## config.mk

```make
export PLATFORM = sky130hd
export DESIGN_NAME = if_id_hazard_ctrl
export DESIGN_NICKNAME = d
export VERILOG_FILES = /design/src/rtl/if_id_hazard_ctrl.sv
export SDC_FILE = /design/constraint.sdc
export NUM_CORES = 1
export LEC_CHECK = 0
export ABC_CLOCK_PERIOD_IN_PS = 2900
export CORE_UTILIZATION = 48
export CTS_BUF_LIST = sky130_fd_sc_hd__clkbuf_2
export DETAILED_ROUTE_END_ITERATION = 10
export GPL_TIMING_DRIVEN = 0
export HOLD_SLACK_MARGIN = 0.12
export PLACE_DENSITY = 0.8
export SETUP_SLACK_MARGIN = 0.05
export SLEW_MARGIN = 25
export SYNTH_ARGS = -nofsm -noshare
export SYNTH_HDL_FRONTEND = slang
export SYNTH_SLANG_ARGS = --single-unit
```

## constraint.sdc

```tcl
create_clock -name clk -period 2.9 [get_ports clk]
set_input_delay 0.58 -clock clk [delete_from_list [all_inputs] [get_ports clk]]
set_output_delay 0.58 -clock clk [all_outputs]
set_load 0.1 [all_outputs]
```

## src/rtl/if_id_hazard_ctrl.sv

```systemverilog
`default_nettype none
// ============================================================================
// Module   : if_id_hazard_ctrl
// Brief    : Front-end hazard/stall controller: PC enable, IF/ID hold/NOP,
//            ID/EX bubble, back-end freeze, squash of wrong-path fetches.
// Revision : 1.0
// ============================================================================
module if_id_hazard_ctrl #(
    parameter int REG_AW = 5,
    parameter int CNT_W  = 32
) (
    input  logic              clk,
    input  logic              reset,
    input  logic              imem_busywait,
    input  logic              dmem_busywait,
    input  logic [REG_AW-1:0] id_rs1,
    input  logic [REG_AW-1:0] id_rs2,
    input  logic              id_uses_rs1,
    input  logic              id_uses_rs2,
    input  logic [REG_AW-1:0] ex_rd,
    input  logic              ex_mem_read,
    input  logic              ex_redirect,
    output logic              pc_write_en,
    output logic              if_id_busywait,
    output logic              if_id_nop_sel,
    output logic              id_ex_nop_sel,
    output logic              ex_mem_busywait,
    output logic [CNT_W-1:0]  stall_cnt,
    output logic [CNT_W-1:0]  flush_cnt
);

    typedef enum logic [0:0] {
        ST_RUN    = 1'b0,
        ST_SQUASH = 1'b1
    } state_t;

    localparam logic [CNT_W-1:0] c_cnt_max = {CNT_W{1'b1}};

    state_t           r_state;
    state_t           w_state_nxt;
    logic [CNT_W-1:0] r_stall_cnt;
    logic [CNT_W-1:0] r_flush_cnt;

    logic w_lu;
    logic w_pc_we;
    logic w_ifid_hold;
    logic w_ifid_nop;
    logic w_idex_nop;
    logic w_exmem_hold;
    logic w_flush_inc;

    assign w_lu = ex_mem_read && (ex_rd != '0) &&
                  ((id_uses_rs1 && (id_rs1 == ex_rd)) ||
                   (id_uses_rs2 && (id_rs2 == ex_rd)));

    always_comb begin
        w_pc_we      = 1'b0;
        w_ifid_hold  = 1'b0;
        w_ifid_nop   = 1'b0;
        w_idex_nop   = 1'b0;
        w_exmem_hold = 1'b0;
        w_flush_inc  = 1'b0;
        w_state_nxt  = r_state;

        if (dmem_busywait) begin
            // EX is frozen too, so a pending redirect re-presents next cycle
            w_ifid_hold  = 1'b1;
            w_exmem_hold = 1'b1;
        end else if (ex_redirect) begin
            w_pc_we     = 1'b1;
            w_ifid_nop  = 1'b1;
            w_idex_nop  = 1'b1;
            w_flush_inc = 1'b1;
            w_state_nxt = imem_busywait ? ST_SQUASH : ST_RUN;
        end else if (r_state == ST_SQUASH) begin
            w_idex_nop = 1'b1;
            if (imem_busywait) begin
                w_ifid_hold = 1'b1;
            end else begin
                w_ifid_nop  = 1'b1;
                w_state_nxt = ST_RUN;
            end
        end else if (w_lu || imem_busywait) begin
            w_ifid_hold = 1'b1;
            w_idex_nop  = 1'b1;
        end else begin
            w_pc_we = 1'b1;
        end
    end

    // Reset overrides the decision so the pipeline is flushed while held
    assign pc_write_en     = reset & w_pc_we;
    assign if_id_busywait  = reset & w_ifid_hold;
    assign if_id_nop_sel   = ~reset | w_ifid_nop;
    assign id_ex_nop_sel   = ~reset | w_idex_nop;
    assign ex_mem_busywait = reset & w_exmem_hold;

    always_ff @(posedge clk or negedge reset) begin
        if (!reset) begin
            r_state     <= ST_RUN;
            r_stall_cnt <= '0;
            r_flush_cnt <= '0;
        end else begin
            r_state <= w_state_nxt;
            if (!w_pc_we && (r_stall_cnt != c_cnt_max)) begin
                r_stall_cnt <= r_stall_cnt + 1'b1;
            end
            if (w_flush_inc && (r_flush_cnt != c_cnt_max)) begin
                r_flush_cnt <= r_flush_cnt + 1'b1;
            end
        end
    end

    assign stall_cnt = r_stall_cnt;
    assign flush_cnt = r_flush_cnt;

endmodule
`default_nettype wire

```

==> reports/qor.yml, run 1 <==
cp_data_arrival_time_ps: 2330
synthFlopType: "dfrtp_1"
grt.overflow.total: 0
start_util: 0.5076
synth_seq_area_share: 0.4934
fmax_ghz: 0.3441
yosysWarnings: 0
die_height_um: 84.88
syn_nets: 342
die_w_um: 84.88
finalSetupViolCount: 1
port-buffer-count: 91
hpwlAfterDp_um: 5555
finalPower_mw: 2.967
syn_avg_cell_area_um2: 10.40
pwr-share-clk: 0.204
fin_skew_ps: 25.39
switching_power_mw: 1.366
hold_viol_final: 0
seqPwrFrac: 0.377
ys_ff_latch: 65
row_count: 29
drtIter0Drc: 208
worstSetupStartpointType: "input pin"
crit_path_end_kind: "output pin"
vias: 2765
grt_use_met3: 0.05934
cts_buffer_depth: 2
synthCells: 317
via_per_inst: 5.454
timing.final.ws_setup_ps: -5.929
maxCapViolCount: 0
syn_area_um2: 3297
ir_drop_mv: 0.7708
wirelength_um: 7775
use_met2: 0.3740
clock-sinks: 65
grt_first_pass_wirelength_um: 12660
power.internal_mw: 1.601
htreeDepth: 3
clkLatencyLatePin_ps: 490
ys_async_sr_fraction: 1.000
period_share: 1.002
yosysUniqueCellTypes: 40
drc: 6
cts_root_buf: "clkbuf_2"
path_clk_slew_ps: 190
die-area_um2: 7204
grt_pass1_vias: 2635
timing.slew.headroom: 0.3357
hp-class: "in2async"
path_class: "in2out"
numCtsBuffers: 9
gp_congestion: 0.8342
violations: "DRC, setup timing"
grt.met1_usage: 0.2865
post-place-ws_ps: -1133
status: "complete, but fails checks"
ant_nets: 0
power.leakage_nw: 1.921
synth_edf_count: 0
grt_max_degree: 44
antenna_cells: 0
pwr_density_cell_nw_per_um2: 651.0
drv_slew: 0
pin_count: 92
cts_tree: "done"
wl_per_cell_um: 15.34
nets: 452
hold_slack_ps: 142.8
drtPass1Iterations: 7
critPathRequiredTime_ps: 2320
pwr-share-comb: 0.419
swShare: 0.4603
drive_above_1_share: 0.1279
rsz0062_at_grt: "true"
critPathMaxFanout: 3
globalRouteTotalUtil: 0.2269
core_um2: 6495
syn_to_final_growth_pct: 38.22
period_needed_ps: 2906
antenna_found_initial: 0
grt_busiest_layer: "met2"
worst_pin_slew_ps: 993.4
==> flip-flops by register name, indices dropped and copies added, names as in the netlist <==
signal     cells
flush_cnt     32
stall_cnt     32
r_state        1
==> through the flow <==
| step | cell area [µm²] | setup TNS, ps | std cells | utilization |
|---|---|---|---|---|
| 2_1_floorplan | 3308 | -380.5 | 317 | - |
| 3_3_place_gp | 4315 | -75670 | 485 | 0.6644 |
| 3_5_place_dp | 4340 | -3445 | 486 | 0.6683 |
| 4_1_cts | 4507 | -23.99 | 503 | 0.6939 |
| 5_1_grt | 4557 | -28.64 | 507 | 0.7016 |
| 6_report | 4557 | -5.929 | 507 | 0.7016 |
==> final timing paths <==
check,startpoint,endpoint,slack [ps],cells past startpoint
min reg2reg,flush_cnt[10],flush_cnt[10],510,1
max,ex_rd[1],pc_write_en,-6,7
min,reset,stall_cnt[13],140,2
max reg2reg,stall_cnt[2],stall_cnt[31],430,7
max in group asynchronous,reset,flush_cnt[28],1890,4
min in group clk,flush_cnt[10],flush_cnt[10],510,1
==> area by class of cell <==
| cell class | instances | area [µm²] |
|---|---|---|
| plain buffers | 5 | 40.04 |
| flip-flops and latches | 65 | 1627 |
| clock inverters | 4 | 70.07 |
| clock buffers | 10 | 50.05 |
| well taps | 77 | 96.34 |
| fillers | 520 | 1938 |
| repair buffers | 99 | 1001 |
| inverters | 7 | 26.28 |
| multi-input cells | 240 | 1647 |
==> cells in the mapped netlist (3+ instances only) <==
| cell type | count | area share |
|---|---|---|
| a21oi_1 | 5 | 0.0076 |
| nand4_1 | 23 | 0.044 |
| xor2_1 | 17 | 0.045 |
| inv_1 | 7 | 0.0080 |
| nand3_1 | 28 | 0.043 |
| xnor2_1 | 52 | 0.14 |
| nand2_1 | 30 | 0.034 |
| and4_1 | 7 | 0.019 |
| mux2_2 | 3 | 0.010 |
| dfrtp_1 | 65 | 0.49 |
| nor3_1 | 12 | 0.018 |
| nand3_2 | 3 | 0.0091 |
| or4_1 | 4 | 0.0091 |
| nor2_1 | 15 | 0.017 |
| o21a_1 | 3 | 0.0068 |
| and3_1 | 6 | 0.011 |
| and2_1 | 7 | 0.013 |
==> worst max-delay path, cell delays in order <==
cell and delay (ps):
dlygate4sd2_1 290, or4_4 550, o21a_1 220, o21a_1 240, nand2_2 100, and2_4 170, buf_12 170
==> routing by layer <==
layer,up-vias,wire length (µm)
li1,1341,-
met1,1332,3381
met2,83,3820
met3,9,508
met4,0,63
met5,-,0
==> cell families (layout without fill, tap and decap cells) <==
family | after synthesis | after routing | synth area share
compound gates | 16 | 16 | 0.03188
xor+xnor | 69 | 69 | 0.1833
fa+ha+maj | 2 | 2 | 0.007589
buf+inv | 12 | 125 | 0.02012
flops | 65 | 65 | 0.4934
mux | 3 | 3 | 0.01025
simple gates | 150 | 150 | 0.2535
==> layout by cell type (no fill, tap or decap), types with 4 or more instances in the layout <==
cell and instances:
nand4_1 23, xor2_1 17, nand2_1 29, buf_4 6, nor3_1 12, a21oi_1 4, and4_1 7, and3_1 6
nor2_1 15, and2_1 6, dfrtp_1 65, dlygate4sd2_1 4, xnor2_1 52, clkdlybuf4s50_1 80, inv_1 7, buf_6 4
nand3_1 28, clkbuf_2 12
==> power by group through the flow <==
| stage | registers, mW | logic [mW] | clock network [mW] |
|---|---|---|---|
| after detailed placement | 1.14 | 1.23 | 0 |
| after global routing | 1.14 | 1.29 | 0.645 |
| after global placement | 1.13 | 1.21 | 0 |
| after floorplan | 1.78 | 0.253 | 0 |
| final | 1.12 | 1.24 | 0.605 |
| after CTS | 1.12 | 1.24 | 0.615 |
==> repair_timing <==
action	CTS	global route
resized for setup	30	11
endpoints found under the hold margin	22	0
pin swaps	2	4
buffers inserted	0	4
hold buffers	3	0
endpoints found under the setup margin	5	6
No activity file was read; power rests on OpenSTA's default activity.
==> run 2, diff against run 1 <==
Settings changed: CORE_MARGIN set to 4.
==> reports/qor.yml, run 2 (synthesis gave the netlist of run 1 again) <==
fmax_ghz: 0.3604
nets: 447
vias: 2800
drv_slew: 0
wirelength_um: 7839
crit_path_end_kind: "output pin"
rsz0062_at_grt: "false"
cts_buffer_depth: 2
via_per_inst: 5.556
ant_nets: 0
fillers: 509
maxCapViolCount: 0
critPathMaxFanout: 4
worstSetupStartpointType: "input pin"
cp_data_arrival_time_ps: 2190
grt_first_pass_wirelength_um: 13240
path_clk_slew_ps: 180
cp_slowest_cell: "or3_2"
worst_pin_slew_ps: 992.0
core_um2: 6495
die_w_um: 90.88
final_common_cell: "clkdlybuf4s50_1"
drtPass1Iterations: 4
die-area_um2: 8258
finalPower_mw: 2.887
grt.overflow.total: 0
drc: 0
row_count: 29
reg2reg_slack_ps: 580
power.leakage_nw: 1.956
status: "finished clean"
path_class: "in2out"
cp_slowest_stage_delay_ps: 510
seqCellArea_um2: 1627
cts_tree: "done"
final_cell_mix: "75 x clkdlybuf4s50_1, 65 x dfrtp_1, 52 x xnor2_1"
start_util: 0.5076
gp_congestion: 0.7992
grt_pass1_vias: 2793
antenna_cells: 0
die_height_um: 90.88
drtIter0Drc: 111
fin_setup_tns_ps: 0
timing.final.ws_setup_ps: 125.4
drive_above_1_share: 0.1218
crit_path_cell_trace: "clkdlybuf4s50_1 -> or3_2 -> o21a_1 -> nand2_2 -> and2_4 -> buf_12"
wl_per_cell_um: 15.55
cts_root_buf: "clkbuf_2"
period_needed_ps: 2775
grt_max_degree: 44
htreeDepth: 3
dpl.cell_count: 486
pwr_density_cell_nw_per_um2: 638.9
period_share: 0.9568
ir_drop_mv: 0.5330
hold_slack_ps: 152.1
globalRouteTotalUtil: 0.2012
hold_viol_final: 0
syn_to_final_growth_pct: 37.08
antenna_found_initial: 0
fin_skew_ps: 21.32
clock-sinks: 65
multi_input_area_um2: 1635
post-place-ws_ps: -1094
finalSetupViolCount: 0
final_cells: 504
timing.slew.headroom: 0.3366
critPathRequiredTime_ps: 2320
pin_count: 92
postCtsSetupRepairBufs: 0
clkLatencyLatePin_ps: 500
port-buffer-count: 91
hp-class: "in2async"
numCtsBuffers: 9
hpwlAfterDp_um: 5751
==> run 2: changes by cell type in the layout (fill, tap and decap cells not counted), sizes merged <==
cell,change
clkinvlp,+2
dlymetal6s2s,+5
clkdlybuf4s50,-5
buf,-4
dlygate4sd2,-3
bufinv,-1
clkinv,+1
clkdlybuf4s15,+3
dlygate4sd3,-1
==> run 2: worst max-delay path: cells and delay by family <==
| kind | cells | cell delay, ps |
|---|---|---|
| simple gates | 3 | 740 |
| compound gates | 1 | 230 |
| buf+inv | 2 | 630 |
==> run 2: where the power goes <==
group          switching [mW]  leakage, nW  internal, mW
Clock                   0.330       0.0654         0.196
Combinational           0.919         1.01         0.318
Sequential              0.124        0.877          1.00
Total                    1.37         1.96          1.51
==> run 2: routing by layer <==
layer | GRT usage | vias up | wire length (µm)
li1 | - | 1338 | -
met1 | 0.2476 | 1346 | 3358
met2 | 0.3286 | 101 | 3819
met3 | 0.05333 | 15 | 485
met4 | 0.09548 | 0 | 176
met5 | 0 | - | 0
==> run 2: what timing repair did <==
item                                    CTS  global route
hold buffers                              2             0
hold endpoints to repair                 22             0
pin swaps                                 2             5
resized for setup                        33            15
endpoints found under the setup margin    5             9
==> run 2: worst paths after layout <==
| check | startpoint | end | cells after the start |
|---|---|---|---|
| min | reset | stall_cnt[12] | 3 |
| max | imem_busywait | pc_write_en | 6 |
| max reg2reg | stall_cnt[0] | stall_cnt[31] | 7 |
| max in group asynchronous | reset | stall_cnt[19] | 2 |
| min reg2reg | flush_cnt[10] | flush_cnt[10] | 1 |
| min in group clk | dmem_busywait | r_state | 3 |
==> run 2: cell type report <==
cell class / count / area share
repair buffers: 94 / 0.2182
multi-input cells: 240 / 0.3619
flip-flops and latches: 65 / 0.3599
plain buffers: 5 / 0.008859
well taps: 77 / 0.02132
clock inverters: 6 / 0.01301
clock buffers: 10 / 0.01107
inverters: 7 / 0.005814
==> run 2: stage by stage <==
stage          cell area, µm²  utilization
6_report                 4519       0.6958
4_1_cts                  4502       0.6931
3_5_place_dp             4340       0.6683
2_1_floorplan            3308            -
3_3_place_gp             4315       0.6644
5_1_grt                  4519       0.6958
